`src/rtl/fu_issue_scheduler_pkg.sv`:
```
// fu_issue_scheduler_pkg: FU class encoding, issue-slot indices and default
// latency/CDB parameters shared by the issue scheduler.
package fu_issue_scheduler_pkg;
   typedef enum logic [2:0] {
      FU_NONE = 3'd0,
      FU_ALU  = 3'd1,
      FU_MULT = 3'd2,
      FU_LSU  = 3'd3,
      FU_BR   = 3'd4
   } fu_type_e;
   localparam int NUM_FU_CLASSES = 4;
   localparam int ISS_ALU  = 0;
   localparam int ISS_MULT = 1;
   localparam int ISS_LSU  = 2;
   localparam int ISS_BR   = 3;
   localparam int DEF_MULT_LAT  = 4;
   localparam int DEF_CDB_WIDTH = 2;
   function automatic fu_type_e slot_fu(input int s);
      return s == ISS_ALU ? FU_ALU : s == ISS_MULT ? FU_MULT :
             s == ISS_LSU ? FU_LSU : s == ISS_BR ? FU_BR : FU_NONE;
   endfunction
endpackage

```
`src/rtl/fu_issue_scheduler_rr_picker.sv`:
```
// rr_picker: combinational round-robin pick of the first request at or after
// start, wrapping modulo NUM_RS.
module rr_picker #(
   parameter int NUM_RS = 8,
   localparam int IDX_W = $clog2(NUM_RS)
) (
   input  logic [NUM_RS-1:0] req,
   input  logic [IDX_W-1:0]  start,
   output logic [NUM_RS-1:0] gnt,
   output logic [IDX_W-1:0]  idx,
   output logic              valid
);
   always_comb begin
      idx = '0;
      valid = 1'b0;
      // scanning farthest offset first lets the nearest hit overwrite earlier ones
      for (int o = NUM_RS - 1; o >= 0; o--) begin
         if (req[(int'(start) + o) % NUM_RS]) begin
            idx = IDX_W'((int'(start) + o) % NUM_RS);
            valid = 1'b1;
         end
      end
      gnt = valid ? NUM_RS'(1) << idx : '0;
   end
endmodule

```
`src/rtl/fu_issue_scheduler.sv`:
```
// fu_issue_scheduler: per-class round-robin issue from the RS with CDB slot
// reservation and LSU occupancy / writeback arbitration.
module fu_issue_scheduler
   import fu_issue_scheduler_pkg::*;
#(
   parameter int NUM_RS    = 8,
   parameter int MULT_LAT  = DEF_MULT_LAT,
   parameter int CDB_WIDTH = DEF_CDB_WIDTH,
   localparam int IDX_W = $clog2(NUM_RS)
) (
   input  logic                              clock,
   input  logic                              reset,
   input  logic                              squash,
   input  logic [NUM_RS-1:0]                 rs_valid,
   input  logic [NUM_RS-1:0]                 rs_ready,
   input  logic [NUM_RS*3-1:0]               rs_fu,
   input  logic                              lsu_result_valid,
   output logic [NUM_FU_CLASSES-1:0]         issue_valid,
   output logic [NUM_FU_CLASSES*IDX_W-1:0]   issue_idx,
   output logic [NUM_RS-1:0]                 rs_grant,
   output logic                              lsu_wb_grant,
   output logic                              lsu_busy
);
   localparam int CW = $clog2(CDB_WIDTH + 1);
   localparam logic [CW-1:0] CDB_MAX = CW'(CDB_WIDTH);
   logic [CW-1:0]     res_cnt [0:MULT_LAT];
   logic [CW-1:0]     res_nxt [0:MULT_LAT];
   logic [IDX_W-1:0]  rr_ptr  [NUM_FU_CLASSES];
   logic [NUM_RS-1:0] req     [NUM_FU_CLASSES];
   logic [NUM_RS-1:0] gnt     [NUM_FU_CLASSES];
   logic [IDX_W-1:0]  idx     [NUM_FU_CLASSES];
   logic [NUM_FU_CLASSES-1:0] found;
   logic go, adm_alu, adm_mult, adm_lsu, adm_br;
   assign go = !reset && !squash;
   always_comb begin
      for (int c = 0; c < NUM_FU_CLASSES; c++)
         for (int i = 0; i < NUM_RS; i++)
            req[c][i] = rs_valid[i] & rs_ready[i] & (rs_fu[3*i +: 3] == 3'(slot_fu(c)));
   end
   for (genvar c = 0; c < NUM_FU_CLASSES; c++) begin : g_pick
      rr_picker #(.NUM_RS(NUM_RS)) u_pick (
         .req(req[c]), .start(rr_ptr[c]), .gnt(gnt[c]), .idx(idx[c]), .valid(found[c]));
   end
   assign lsu_wb_grant = go & lsu_result_valid & (res_cnt[0] < CDB_MAX);
   // BR claims the shared latency-1 slot before ALU
   assign adm_br   = go & found[ISS_BR] & (res_cnt[1] < CDB_MAX);
   assign adm_alu  = go & found[ISS_ALU] & (res_cnt[1] < CDB_MAX - CW'(adm_br));
   assign adm_mult = go & found[ISS_MULT] & (res_cnt[MULT_LAT] < CDB_MAX);
   assign adm_lsu  = go & found[ISS_LSU] & (!lsu_busy | lsu_wb_grant);
   always_comb begin
      issue_valid = '0;
      issue_valid[ISS_ALU] = adm_alu;
      issue_valid[ISS_MULT] = adm_mult;
      issue_valid[ISS_LSU] = adm_lsu;
      issue_valid[ISS_BR] = adm_br;
      rs_grant = '0;
      issue_idx = '0;
      for (int c = 0; c < NUM_FU_CLASSES; c++) begin
         rs_grant = rs_grant | (issue_valid[c] ? gnt[c] : '0);
         issue_idx[c*IDX_W +: IDX_W] = issue_valid[c] ? idx[c] : '0;
      end
   end
   always_comb begin
      for (int k = 0; k < MULT_LAT; k++)
         res_nxt[k] = res_cnt[k+1] + (k == 0 ? CW'(adm_alu) + CW'(adm_br) : '0)
                    + (k == MULT_LAT - 1 ? CW'(adm_mult) : '0);
      res_nxt[MULT_LAT] = '0;
   end
   always_ff @(posedge clock) begin
      for (int k = 0; k <= MULT_LAT; k++)
         assert (reset || res_cnt[k] <= CDB_MAX);
      if (reset || squash) begin
         for (int k = 0; k <= MULT_LAT; k++) res_cnt[k] <= '0;
         for (int c = 0; c < NUM_FU_CLASSES; c++) rr_ptr[c] <= '0;
         lsu_busy <= 1'b0;
      end else begin
         res_cnt <= res_nxt;
         for (int c = 0; c < NUM_FU_CLASSES; c++)
            if (issue_valid[c]) rr_ptr[c] <= idx[c] == IDX_W'(NUM_RS - 1) ? '0 : idx[c] + 1'b1;
         lsu_busy <= adm_lsu ? 1'b1 : lsu_wb_grant ? 1'b0 : lsu_busy;
      end
   end
endmodule

```
`config.mk`:
```
export PLATFORM = sky130hd
export DESIGN_NAME = fu_issue_scheduler
export DESIGN_NICKNAME = d
export VERILOG_FILES = /design/src/rtl/fu_issue_scheduler_pkg.sv /design/src/rtl/fu_issue_scheduler_rr_picker.sv /design/src/rtl/fu_issue_scheduler.sv
export SDC_FILE = /design/constraint.sdc
export NUM_CORES = 1
export LEC_CHECK = 0
export CAP_MARGIN = 10
export CORE_MARGIN = 2
export CORE_UTILIZATION = 64
export CTS_BUF_LIST = sky130_fd_sc_hd__clkbuf_16
export CTS_CLUSTER_SIZE = 20
export DETAILED_ROUTE_END_ITERATION = 10
export PLACE_DENSITY = 0.89
export SYNTH_ARGS = -nofsm -noshare
export SYNTH_HDL_FRONTEND = slang
export SYNTH_HIERARCHICAL = 1
export SYNTH_SLANG_ARGS = --single-unit
```
`constraint.sdc`:
```
create_clock -name clock -period 10.6 [get_ports clock]
set_input_delay 3.18 -clock clock [delete_from_list [all_inputs] [get_ports clock]]
set_output_delay 3.18 -clock clock [all_outputs]
set_load 0.02 [all_outputs]
```
; After elaboration in Yosys (flattened, before gate mapping)
; Memories as Yosys holds them, arrays and structs flattened.
; Cells that the tools add are included.
[totals]
ff_bits = 11
mem_bits_rw = 12
input_bits = 44
out_inout_bits = 26
word_cells = 431
mem_count = 1
[memory_table]
columns = name, words, word_bits, rd, rd_clocked_by_memory_dff, wr, line
row1 = rr_ptr, 4, 3, 4, 0, 4, fu_issue_scheduler.sv:28  ; logic [IDX_W-1:0] rr_ptr [NUM_FU_CLASSES];
[classes]
addsub = 36
n_lt_le_gt_ge = 36
n_eq_ne = 36
n_shift = 4
muxes = 192
bitwise_logic = 86
reduce_logical = 34
[op_table]
columns = op, n
row1 = $lt 4x5->1 const B, 28
row2 = $mux 3, 44
row3 = $mux 1, 108
row4 = $bmux 1 s3, 32
row5 = $reduce_or 3->1, 28
row6 = $mux 8, 8
row7 = $and 1x1->1, 50
row8 = $add 3x3->3 const B, 16
row9 = $eq 3x2->1 const B, 16
row10 = $eq 3x3->1 const B, 12
row11 = $shl 1x3->8 const A, 4
row12 = $and 1x1->1 const A, 28
row13 = $add 3x1->3 const B, 8
row14 = $add 3x2->3 const B, 8
row15 = $eq 3x1->1 const B, 8
row16 = $or 8x8->8, 3
row17 = $lt 3x4->1 const B, 4
row18 = $lt 2x2->1 const B, 3
row19 = $or 1x1->1, 5
row20 = $logic_not 1->1, 3
row21 = $add 1x1->2, 1
row22 = $add 2x1->2, 1
row23 = $add 2x2->2, 1
row24 = $lt 2x2->1, 1
row25 = 4 further kinds, 4

; Longest topological paths before layout
; Gate-level depths: netlist (run 1).
; An unclocked memory read counts as a cell.
[depth]
word_depth = 24
depth_mapped = 17

; Hierarchy
; Netlist (run 1), hierarchy kept.
[by_module_without_submodules]
columns = mod, n_inst, cells_each, area_each_um2, seq_area_each_um2
row1 = rr_picker, 4, 130, 1128.6, 0.0
row2 = fu_issue_scheduler, 1, 148, 1433.9, 460.4

; Least setup slack after synthesis (run 1)
; Ideal clock, no wire load.
[synth_timing]
path_kind = input port to output port
start = input port rs_valid[2]
end = output port rs_grant[7]
arrival_ns = 5.880
path_slack_ns = 1.540
stages = 13
n_path_buf = 1
path_cell_list = nand2_1 nor4b_1 mux2_2 mux2_2 nor4b_1 a21o_1 o21bai_1 o32a_1 clkbuf_1 and3_2 a22oi_1 nor2_1 a221o_1
[synth_lines]
columns = element, line
row1 = from (decl), fu_issue_scheduler.sv:14  ; input logic [NUM_RS-1:0] rs_valid,
row2 = to (decl), fu_issue_scheduler.sv:20  ; output logic [NUM_RS-1:0] rs_grant,

==> flow_results.org, run 1 <==
** Power
- Worst VDD drop :: 158.7 uV
- The design draws 1.153 mW.
- Summed over all cells, the static leakage comes to approximately 2.7 nW.
- Total power divided by cell area :: 171.0 mW/mm2

** Min path
- The worst hold path begins at res_cnt[4].
- The worst hold path terminates at res_cnt[6].
- Classification of the worst-slack hold path :: reg -> reg
- Counting instances, the worst hold path has a depth of 1.

** Drt
- In the routed design, unresolved DRC markers number 0.
- The detail route stage leaves a number of antenna-violating nets equal to 0.
- Detailed-route wire length :: about 17000 um
- In this run, the number of DRC markers left after iteration 0 of detailed routing was ~320.
- Dividing the detail-routed wire length by the instance count gives roughly 21 um.
- First-pass DRT Iterations :: 5
- Vias per cell :: around 7.2
- The routed layout has 6034 vias.

** Job
- The tool flagged a number of max-cap violations equal to 0.

** Floorplanning
- Die Y :: 100.4 um
- Measured along the x axis, the die boundary spans 100.4 um.
- Effective utilization at floorplan :: 65.30%
- Floorplan Core Area :: between 0.009 and 0.01 mm2
- During I/O placement, the number of pins put on the boundary was 70.
- Cell row count :: 35
- The die covers 0.01008 mm2.

** CTS
- The cell sitting at the root of the clock tree is a clkbuf_16.
- Cts bufs inserted :: 3
- CTS built an H-tree with a depth of 1.
- The clock net in this run drives a total of 17 sinks.
- No sink is reached through more buffers than the 2 on the longest clock path.
- Clock slew at reported path FFs :: roughly 0.06 ns
- TritonCTS built the clock tree.
- Post-CTS setup repair buffer count :: 0
- Later-pin clock latency in the skew report :: 0.26 ns

** Global route
- Number of global-route vias before repair :: around 5.7k
- Number of antenna violations at the first check in global routing :: 0
- Global routing used 33.42% of the available tracks across all layers.
- Global-route wire length before repair :: 27520 um
- For this run the aggregate overflow at the end of global routing stands at 0.
- Entering global routing, the biggest net connects 23 pins.

** Critical path
- The endpoint identified for the worst register-to-register timing path is rr_ptr[0][2].
- The worst register-to-register path has a depth of 12.
- Worst Setup Path Type :: in -> out
- The worst register-to-register path begins at rr_ptr[0][1].
- STA classifies the critical path startpoint as an input pin.
- STA classifies the critical path endpoint as a primary output.
- In this run the register-to-register setup slack is 6.16 ns.
- At the worst endpoint, the required time is between 7 and 8 ns.
- Maximum net fanout on the critical path :: 11
- Data on the critical path arrives at its endpoint at roughly 7.3 ns.

** Synthesis
- Total nets after synthesis :: 729
- Mean area per synthesized cell :: 8.904 um2
- Number of synthesized register bits :: 17
- Yosys mapped a number of flops with a built-in enable equal to 12.
- Summing every instance area after synthesis gives 0.005948 mm2.
- Fraction of the yosys area taken by sequential cells :: around 7.7%
- For this run, the leading register cell type out of synthesis is edfxtp_1.
- In the synthesized netlist the async set-or-reset flop fraction comes to 0%.
- Netlist cell types :: 64
- For this run, the number of Yosys warnings is 6.
- The cell count after synthesis came out at 668.

** Timing
- Setup repair after global routing left no endpoint under its margin.
- Actual slew at the worst max-slew pin :: around 0.86 ns
- Max Clock Freq :: 95.06 MHz
- In this run the tightest slew margin relative to its limit is 42.69%.
- The number of pins exceeding their max-slew limit in the final report was 0.
- Setup violations remaining at the end of the flow were counted as 0.
- Final Critical Period :: 10.52 ns
- The clock arrives with 0.005175 ns of skew.
- Period Utilization, post-route :: 99.25%
- The final count of hold timing violations was 0.
- Across all hold checks on the routed design, the worst slack comes to 0.4358 ns.
- Total Negative Setup Slacks :: 0 ns

** Layout
- The filler cells instantiated in the layout total 708.
- Cells fill between 70% and 80% of the core in the end.
- 0 antenna diodes ended up in the layout.
- After the last flow step, the layout net total stands at a little under 800.
- After routing the design area is about 0.0067 mm2.
- Area growth, synth to finish :: 13.42%
- In the final layout, the share of cells above drive strength 1 is about a fifth.

** Place
- After detailed placement, the total cell area comes to 0.006568 mm2.
- The congestion estimate from routability-driven global placement came to 0.9880.
- Total of buffers placed on input and output ports :: just under 70
- Summed over all nets, the half-perimeter wirelength after detailed placement is about 13000 um.

** Run status
- Outcome :: completed
## critical path, cell delays in order
cell and delay [ns]:
clkdlybuf4s50_1 0.64, nor4b_1 0.10, buf_4 0.16, mux4_1 0.59, inv_1 0.18, o22ai_1 0.09, o21ai_0 0.46, nand3_1 0.21
a32oi_4 0.39, nor3b_1 0.43, a221o_1 0.27, clkdlybuf4s50_1 0.62
## state kept, by name (all words and copies together), names as in the netlist
signal    flops
lsu_busy      1
res_cnt       4
rr_ptr       12
## placed cells by master, fill, tap and decap left out, types with 12 or more instances in the layout
master           count
clkdlybuf4s50_1     69
edfxtp_1            12
mux2_2              48
nor4b_1             21
mux2i_1             32
buf_4               31
mux4_1              20
nor2_1              49
nand2_1             39
a22oi_1             20
nor3_1              30
a21oi_1             22
a211oi_1            12
nand3_1             12
ha_1                17
inv_1               28
nor3b_1             20
o21ai_0             42
## kinds of logic (layout without fill, tap and decap cells)
family / after synthesis / in the layout / synth area share [%]
adder cells (fa/ha/maj): 17 / 17 / 3.576
buffers and inverters: 79 / 140 / 9.718
AO/OA/AOI/OAI: 180 / 180 / 24.23
XOR/XNOR: 16 / 16 / 2.356
AND/OR/NAND/NOR: 247 / 247 / 25.03
flip-flops: 17 / 17 / 7.741
multiplexers: 112 / 112 / 27.35
## final cells by class
cell class / count / area, um2 / area share [%]
clock buffers: 3 / 75.07 / 1.113
flip-flops and latches: 17 / 460.4 / 6.825
inverters: 36 / 135.1 / 2.003
multi-input cells: 572 / 5006 / 74.20
clock inverters: 1 / 7.507 / 0.1113
repair buffers: 100 / 923.4 / 13.69
well taps: 111 / 138.9 / 2.059
## where the power goes
part	switching [mW]	internal, mW
registers	0.0713	0.0937
clock network	0.0298	0.0511
logic	0.518	0.390
## synthesized netlist by cell type, drive strengths merged, types with 12 or more instances
master  instances  area share, %
mux2i          32            5.4
a22oi          20            2.5
nor3b          21            2.7
buf            19            3.8
a211oi         13            1.9
o21ai          44            3.7
edfxtp         12            6.1
nand3          16            1.7
ha             17            3.6
a21oi          22            1.9
nand2          39            2.5
mux2           52             10
mux4           28             12
clkbuf         24            3.6
nor4b          28            4.1
inv            32            2.0
nor3           30            2.5
and3           14            1.6
nor2           49            3.1
## routing by layer
layer	routed length, um	vias to the layer above	share of wire, %	GRT usage (%)
met3	1533	50	8.9	6.128
met4	504	0	2.9	10.85
met1	6989	2883	40	43.17
met2	8237	336	48	56.48
met5	0	-	0	0
li1	-	2765	-	-
## worst max path at each step
stage,start,cells after the start,end
after detailed placement,rs_valid[4],14,rs_grant[1]
after floorplan,rs_valid[2],13,rs_grant[7]
after global placement,rs_valid[7],15,rs_grant[6]
after CTS,rs_ready[5],12,rs_grant[3]
after global routing,rs_valid[6],14,rs_grant[3]
final,rs_fu[14],12,rs_grant[3]
## what timing repair did
action,4_1_cts,5_1_grt
hold buffers,0,0
endpoints found under the setup margin,1,8
gates resized for setup,2,13
## through the flow
| step | worst slack (ns) | std cells |
|---|---|---|
| after floorplan | 1.540 | 668 |
| after global placement | 0.2992 | 836 |
| after detailed placement | 0.1227 | 836 |
| after CTS | 0.06759 | 840 |
| after global routing | 0.005977 | 840 |
| final | 0.07996 | 840 |
Power figures use the tool's default switching activity.
==> run 2: changes to the inputs <==
Settings changed: CORE_UTILIZATION 64 to 59, PLACE_DENSITY 0.89 to not set, PLACE_DENSITY_LB_ADDON set to 0.2.
Clock period 10.6 ns to 10.82 ns, I/O delays scaled along.
==> run 2 against run 1 <==
  * Sequential power barely moved
  * Critical path depth rose by 1
  * Non-clock buffer count rose by 4
  * Core utilization fell by 5.1 points
  * Clock-buffer cell count did not move
  * Clock power fell by 11%
  * Global-route usage fell by 3.6 points
==> flow_results.org, run 2 (synthesized netlist as in run 1, its figures left out) <==
** CTS
- The cell sitting at the root of the clock tree is a clkbuf_16.
- CTS built an H-tree with a depth of 1.
- CTS sink cnt :: 17
- After clock tree synthesis, the clock-pin slew on the worst setup and hold paths is about 0.050 ns.
- Cts bufs inserted :: 3
- The longest clock path from root to sink contains 2 buffers.
- CTS tree :: done
- At the later pin of the worst-skew pair, clock insertion delay measures 0.25 ns.

** Floorplanning
- Effective utilization at floorplan :: about three fifths
- In this run the count of I/O pins placed on the die edge is 70.
- Cell row count :: 36
- Die X :: 104.4 um
- Die Y :: 104.4 um
- Area of the die :: 0.01090 mm2
- In this run the standard cell core region covers about 0.0098 mm2.

** Layout
- Leading cell type in the layout, fill and taps excluded :: clkdlybuf4s50_1
- The number of antenna diodes in the final layout is 0.
- Number of flip-flops under the largest register name :: 12
- In the final layout, the multi-input gates occupy 0.004943 mm2.
- Area growth, synth to finish :: 13.27%
- Number of cells in the finished layout apart from fillers :: between 800 and 900
- Register ranked first by flip-flop count :: rr_ptr
- Post-layout util :: between 60 and 70%
- Total number of nets in the final design :: 795
- Post-Layout Inst Area :: between 0.006 and 0.007 mm2
- Largest registers in the final layout :: rr_ptr (12), res_cnt (4), lsu_busy (1)
- Cells with a size suffix above 1 make up 20.60% of the layout.
- Fillers :: about 800
- Sequential cell area in the final layout :: 460.4 um2
- Top library cells by usage in the layout, fill and taps aside :: 69 x clkdlybuf4s50_1, 48 x nor2_1, 48 x mux2_2

** Global route
- The initial antenna violation count was 0.
- The first global-routing pass estimated 27350 um of wire.
- The total overflow left after global routing is 0.
- Number of global-route vias before repair :: ~5.5k
- Maximum number of pins on one net before global-route repair :: 23
- Overall global routing resource usage :: 29.81%

** Critical path
- FF-to-FF path depth :: 12
- The critical path contains buffers and inverters numbering 3 combined.
- On the worst path, the slowest cell contributes a delay of around 0.62 ns.
- Maximum net fanout on the critical path :: 6
- STA classifies the critical path endpoint as a primary output.
- Worst setup SP type :: input pin
- The critical path goes through clkdlybuf4s50_1 > nand2_1 > nor4bb_2 > mux2_2 > mux2i_1 > o21ai_0 > or3_2 > a31oi_1 > a41oi_4 > inv_2 > nor4_2 > a221o_1 > clkdlybuf4s50_1.
- Worst Setup Path Type :: in -> out
- The slowest stage of the critical path belongs to the cell nor4bb_2.
- The worst register-to-register path has a setup slack of 6.32 ns.
- Arrival time of data at the critical path endpoint :: approximately 7.3 ns
- The cell that appears most often on the critical path is clkdlybuf4s50_1.
- Top delay family on crit path :: simple AND/OR/NAND/NOR gates
- Critical path required time :: 7.57 ns
- Total stage count of the critical path :: 13

** Timing
- Period Utilization, post-route :: 97.57%
- Setup repair after global routing missed its margin :: false
- The smallest clock period supported by the final layout is computed as 10.56 ns.
- For the final database, setup skew stands at 0.0006931 ns.
- Worst slew margin relative to its limit :: between 40% and 50%
- For the final routed database, the setup TNS stands at 0 ns.
- Max Clock Freq :: roughly 95 MHz
- Setup violations remaining at the end of the flow were counted as 0.
- The final count of hold timing violations is 0.
- For the pin with the worst max-slew slack, the measured transition is 0.8677 ns.
- Count of pins over their slew limit :: 0

** Min path
- Count of cells along the worst hold path :: 1
- Classification of the worst-slack hold path :: reg -> reg

** Place
- The count of buffers added on input and output ports is 69.
- After detailed placement, the design holds a cell count of between 800 and 900.
- Routability-driven placement finished with a final weighted congestion of about 0.96.
- Summing all placed instances gives a cell area of between 0.006 and 0.007 mm2.
- The wire-length estimate of the detail-placed layout is approximately 13000 um.

** Drt
- Post-detailed-route wirelength per cell :: 19.47 um
- Vias per cell :: between 6 and 7
- The first detailed-routing pass ran for 5 iterations.
- The final route contains 5905 vias.
- Remaining design rule violation count :: 0
- Starting DRT DRC Count :: between 500 and 600
- The detail route stage leaves a number of antenna-violating nets equal to 0.
- Summed over all layers, the routed wires come to about 17000 um.

** Power
- In this run the static leakage power is 2.675 nW.
- Sum of internal, switching and leakage power :: 1.109 mW
- Dividing total power by cell area gives a power density of 164.6 mW/mm2.
- Worst VDD drop :: 121.6 uV

** Job
- Max-cap check violation count :: 0

** Run status
- Outcome :: completed
[run 2: final timing paths]
path	start	endpoint
max reg2reg	rr_ptr[3][0]	res_cnt[9]
min	res_cnt[2]	res_cnt[4]
min reg2reg	res_cnt[2]	res_cnt[4]
max	rs_valid[6]	rs_grant[0]
[run 2: metrics by stage]
stage                     hold slack (ns)  setup slack, ns
after global routing               0.4338          0.03349
after detailed placement           0.4145           0.1287
after CTS                          0.4260          0.08589
after global placement             0.4072           0.1681
final                              0.4245           0.2627
after floorplan                    0.4057            1.628
[run 2: power breakdown]
part | leakage, nW | internal (mW) | total [mW] | switching [mW]
combinational | 2.45 | 0.381 | 0.875 | 0.494
clock | 0.0423 | 0.0490 | 0.0719 | 0.0229
sequential | 0.178 | 0.0920 | 0.162 | 0.0697
[run 2: layout make-up]
type | count | share of cell area, %
multi-input combinational | 572 | 73.37
timing repair buffer | 104 | 14.15
sequential | 17 | 6.834
tap | 133 | 2.470
inverter | 36 | 2.006
clock buffer | 3 | 1.114
clock inverter | 1 | 0.05571
[run 2: layer usage]
layer,vias to the layer above,wire (um),global-route usage (%)
li1,2777,-,-
met5,-,0,0
met4,0,348,7.336
met2,295,7821,48.97
met1,2808,7355,41.20
met3,25,1337,4.135
[run 2: what timing repair did]
action                     CTS  global route
setup endpoints to repair    0            12
buffers inserted             0             0
hold buffers                 0             0
gates resized for setup      0             7
